[config.mk]
export PLATFORM = sky130hd
export DESIGN_NAME = adder_rr_arbiter
export DESIGN_NICKNAME = d
export VERILOG_FILES = /design/src/rtl/adder_rr_arbiter.sv
export SDC_FILE = /design/constraint.sdc
export NUM_CORES = 1
export LEC_CHECK = 0
export CAP_MARGIN = 20
export CORE_MARGIN = 2
export CORE_UTILIZATION = 37
export DETAILED_ROUTE_END_ITERATION = 10
export GPL_TIMING_DRIVEN = 0
export PLACE_DENSITY = 0.77
export SYNTH_ARGS = -nofsm -noshare
export SYNTH_HDL_FRONTEND = slang
export SYNTH_SLANG_ARGS = --single-unit
[constraint.sdc]
create_clock -name clk -period 3.4 [get_ports clk]
set_input_delay 0.51 -clock clk [delete_from_list [all_inputs] [get_ports clk]]
set_output_delay 0.51 -clock clk [all_outputs]
set_load 0.01 [all_outputs]
[src/rtl/adder_rr_arbiter.sv]
// adder_rr_arbiter: round-robin sharing of one registered adder with a tagged, back-pressured result channel
module adder_rr_arbiter #(
  parameter int N = 4,
  parameter int W = 8,
  localparam int IDW = $clog2(N)
) (
  input  logic           clk,
  input  logic           rst,
  input  logic [N-1:0]   req_valid,
  input  logic [N*W-1:0] req_a,
  input  logic [N*W-1:0] req_b,
  output logic [N-1:0]   req_ready,
  output logic           res_valid,
  input  logic           res_ready,
  output logic [W-1:0]   res_sum,
  output logic           res_carry,
  output logic [IDW-1:0] res_id,
  output logic [15:0]    txn_count,
  output logic           busy
);
  typedef enum logic {IDLE, RESULT} state_t;
  state_t state, state_nx;
  logic [IDW-1:0] ptr, g;
  logic hit, accept_ok, accept;
  logic [W-1:0] a_g, b_g;
  // first valid requester scanning from ptr upward with wrap; nearest to ptr wins
  always_comb begin
    hit = 1'b0;
    g = '0;
    for (int k = N - 1; k >= 0; k--)
      if (req_valid[IDW'((int'(ptr) + k) % N)]) begin
        hit = 1'b1;
        g = IDW'((int'(ptr) + k) % N);
      end
  end
  // accept window opens when idle or when the held result is being drained this cycle
  always_comb begin
    accept_ok = !rst && (state == IDLE || res_ready);
    accept = accept_ok && hit;
    req_ready = accept ? N'(1) << g : '0;
    a_g = req_a[int'(g)*W +: W];
    b_g = req_b[int'(g)*W +: W];
    state_nx = (accept || (state == RESULT && !res_ready)) ? RESULT : IDLE;
  end
  assign res_valid = (state == RESULT);
  assign busy = (state == RESULT);
  // state, round-robin pointer, registered sum and transaction counter
  always_ff @(posedge clk) begin
    if (rst) begin
      state <= IDLE;
      ptr <= '0;
      res_sum <= '0;
      res_carry <= 1'b0;
      res_id <= '0;
      txn_count <= '0;
    end else begin
      state <= state_nx;
      if (accept) begin
        {res_carry, res_sum} <= {1'b0, a_g} + {1'b0, b_g};
        res_id <= g;
        ptr <= (g == IDW'(N - 1)) ? '0 : g + 1'b1;
        txn_count <= txn_count + 16'd1;
      end
    end
  end
endmodule
==> results.md <==
- Pre-CTS WS: -0.849 ns
- Kind of critical path: in2reg
- GR Layer Usage met3: 3.15%
- Measured slew at the worst slew-check pin: 0.634 ns
- Clock Latency Late Sink: 0.28 ns
- Multi-input gate area: 1450 µm²
- Layout Utilization: 61.2%
- Max Slew Vio Count: 0
- Post-synthesis area per instance: 7.61 µm²
- Die ar.: 6450 µm²
- Final ANT Viol Nets: 0
- Dpl cells: 458
- Startpoint Class: primary input
- RePlAce Congestion: 0.856
- WL per Instance: 14.0 µm
- Post-CTS Hold Buffers: 0
- Unique masters post-synth: 43
- PortBufs: 103
- CTS Buffer Depth: 2
- Synth-to-Final Area Change: 58.3%
- GRT overflow: 0
- DR vias/cell: 5.26
- Vias in the first global route: 2356
- Max_cap viols: 0
- GRT met2 Usage: 37.2%
- Fillers: 518
- PwrDens: 515 nW/µm²
- Setup crit end kind: flop
- # H-tree levels: 2
- All-Layer GR Usage: 21.0%
- Antenna diodes: 0
- Initial Utilization: 38.7%
- YS warnings: 0
- # setup viols final: 0
- Endpoints failing hold: 0
- Post-route insts no fill: 468
- CP max-delay cell: a311o_1
- Final setup skew: 0.00602 ns
- Status: complete, no violations
- Worst hold path type: reg2reg
- Synth area leaders: dfxtp_1 28%, nand2_1 12%, ha_1 7.5%
- Worst-path clk slew: 0.06 ns
- Core ar.: 5570 µm²
- Yosys top cell by area: dfxtp_1
- Ys async rst share: 0%
- Tcrit/Tclk final: 98.1%
- Synth Register Bits: 30
- Residual DRC count: 0
- Fin Setup TNS: 0 ns
- Initial DRT Pass Iterations: 4
- Storage element area: 601 µm²
- Most frequent CP cell: a21oi_1
- Overall Power: 1.76 mW
- Via count: 2463
- Syn Inst Count: 283
- Die extent in x: 80.3 µm
- Fraction of layout cells with a size suffix above 1: 9.34%
- Cell area after synthesis: 2150 µm²
- FMAX: 300 MHz
- Busiest layer in global routing: met2
- FP Rows: 27
- M1 GR Usage: 26.6%
- Count of flip-flops with a built-in enable after synthesis: 0
- NumNets Final: 480
- Clock sink total: 30
- Die height: 80.3 µm
- Post-Syn Nets: 368
- CP Max Fanout: 10
- Worst Path Arrival: 3.50 ns
- Largest net degree at the start of global routing: 12
- Leak: 1.35 nW
- Main synth FF type: dfxtp_1
- Initial DRC Count: 134
- CP top delay family: compound AO/OA/AOI/OAI gates
- TritonCTS clock tree: yes
- Cts bufs inserted: 5
- CP peak stage delay: 0.38 ns
- Initial antenna violation count: 0
- CTS root buf: clkbuf_8
- WL final: 6.56 mm
- Peak supply drop: 0.000322 V
- Top cell type's share of synthesized area: 27.9%
- Rel. slew slack: 57.3%
- Period minus WS final: 3.34 ns
- Worst Path Buf+Inv: 4
- Sequential share of the synthesized area: 27.9%
- Final HPWL from detailed placement: 5.20 mm
- Worst endpoint required time: 3.57 ns
- RSZ-0062 raised after global routing: true
- First-pass GRT wire length: 10.7 mm
- Cells along the critical path: dlygate4sd2_1 > inv_1 > a21oi_1 > o221ai_4 > inv_4 > buf_4 > a21oi_1 > a32oi_1 > ha_2 > fa_2 > a21o_1 > a311o_1 > a211oi_2 > nor3_1 > a31o_2
- Setup slack after layout: 0.0638 ns
- I/O pin cnt: 104
## path summary, 6_finish.rpt
check,start,end,slack [ns],cells past startpoint
max reg2reg,ptr[0]$_SDFFE_PP0P_,res_sum[6]$_SDFFE_PP0P_,0.18,14
max,req_valid[1],res_sum[6]$_SDFFE_PP0P_,0.06,15
min,res_sum[1]$_SDFFE_PP0P_,res_sum[1]$_SDFFE_PP0P_,0.46,2
min reg2reg,res_sum[1]$_SDFFE_PP0P_,res_sum[1]$_SDFFE_PP0P_,0.46,2
## stage by stage
step / area (µm²) / hold WS (ns)
3_3_place_gp: 3280 / 0.448
2_1_floorplan: 2150 / 0.456
6_report: 3410 / 0.463
3_5_place_dp: 3280 / 0.452
4_1_cts: 3390 / 0.464
5_1_grt: 3410 / 0.486
## cells in the mapped netlist, types with 2 or more instances
library cell / count
a211oi_1: 3
a21o_1: 3
a21oi_1: 25
a31o_2: 2
a32oi_1: 16
and2_1: 5
and3_1: 2
buf_2: 5
buf_4: 5
clkbuf_1: 4
dfxtp_1: 30
ha_1: 13
inv_1: 5
nand2_1: 70
nand3_1: 13
nand4_1: 5
nor2_1: 24
nor2b_1: 3
nor3_1: 2
nor4_4: 2
o21ai_0: 6
o21ai_1: 3
xnor2_1: 4
xor2_1: 14
## cells by family (layout without fill, tap and decap cells)
family / Yosys count / count (layout) / synth area share (%)
compound gates: 67 / 67 / 21.4
xor+xnor: 18 / 18 / 7.32
fa+ha+maj: 14 / 14 / 8.48
buf+inv: 22 / 135 / 5.86
flops: 30 / 30 / 27.9
simple gates: 132 / 132 / 29.1
## layer usage
metal / vias to the layer above / part of all wire, % / wire length (µm)
li1: 1221 / - / -
met1: 1177 / 43 / 2830
met2: 61 / 52 / 3390
met3: 4 / 4.3 / 281
met4: 0 / 0.87 / 57
met5: - / 0 / 0
## final cells by class
cell class | count | area share, %
Tap cell | 72 | 2.64
Clock inverter | 1 | 0.147
Sequential cell | 30 | 17.6
Clock buffer | 7 | 2.53
Inverter | 6 | 0.734
Multi-Input combinational cell | 231 | 42.6
Timing Repair Buffer | 105 | 30.6
Buffer | 16 | 3.08
## registers in the layout (all words and copies together) (netlist names)
| name | cells |
|---|---|
| ptr | 2 |
| res_carry | 1 |
| res_id | 2 |
| busy | 1 |
| txn_count | 16 |
| res_sum | 8 |
## where the power goes
group / switching (mW) / internal (mW)
registers: 0.0392 / 0.408
clock network: 0.127 / 0.163
logic: 0.530 / 0.490
## worst reg2reg max path, cell delays in order, from the launching register on
cell and delay (ns):
dfxtp_1 0.33, and2b_1 0.21, a21oi_1 0.07, o221ai_4 0.29, inv_4 0.10, buf_4 0.19
a21oi_1 0.15, a32oi_1 0.08, ha_2 0.23, fa_2 0.35, a21o_1 0.23, a311o_1 0.38
a211oi_2 0.21, nor3_1 0.07, a31o_2 0.20
## layout by cell type (no fill, tap or decap), types with 7 or more instances in the layout
master / netlist / layout
nor2_1: 24 / 24
dfxtp_1: 30 / 30
nand3_1: 13 / 13
xor2_1: 14 / 14
nand2_1: 70 / 70
buf_4: 5 / 7
clkdlybuf4s50_1: 0 / 99
ha_1: 13 / 12
a21oi_1: 25 / 25
a32oi_1: 16 / 16
## timing repair
item	4_1_cts	5_1_grt
resized for setup	9	6
setup endpoints to repair	10	3
pin swaps	2	1
endpoints found under the hold margin	0	0
setup buffers	2	0
No activity file was read; power rests on OpenSTA's default activity.
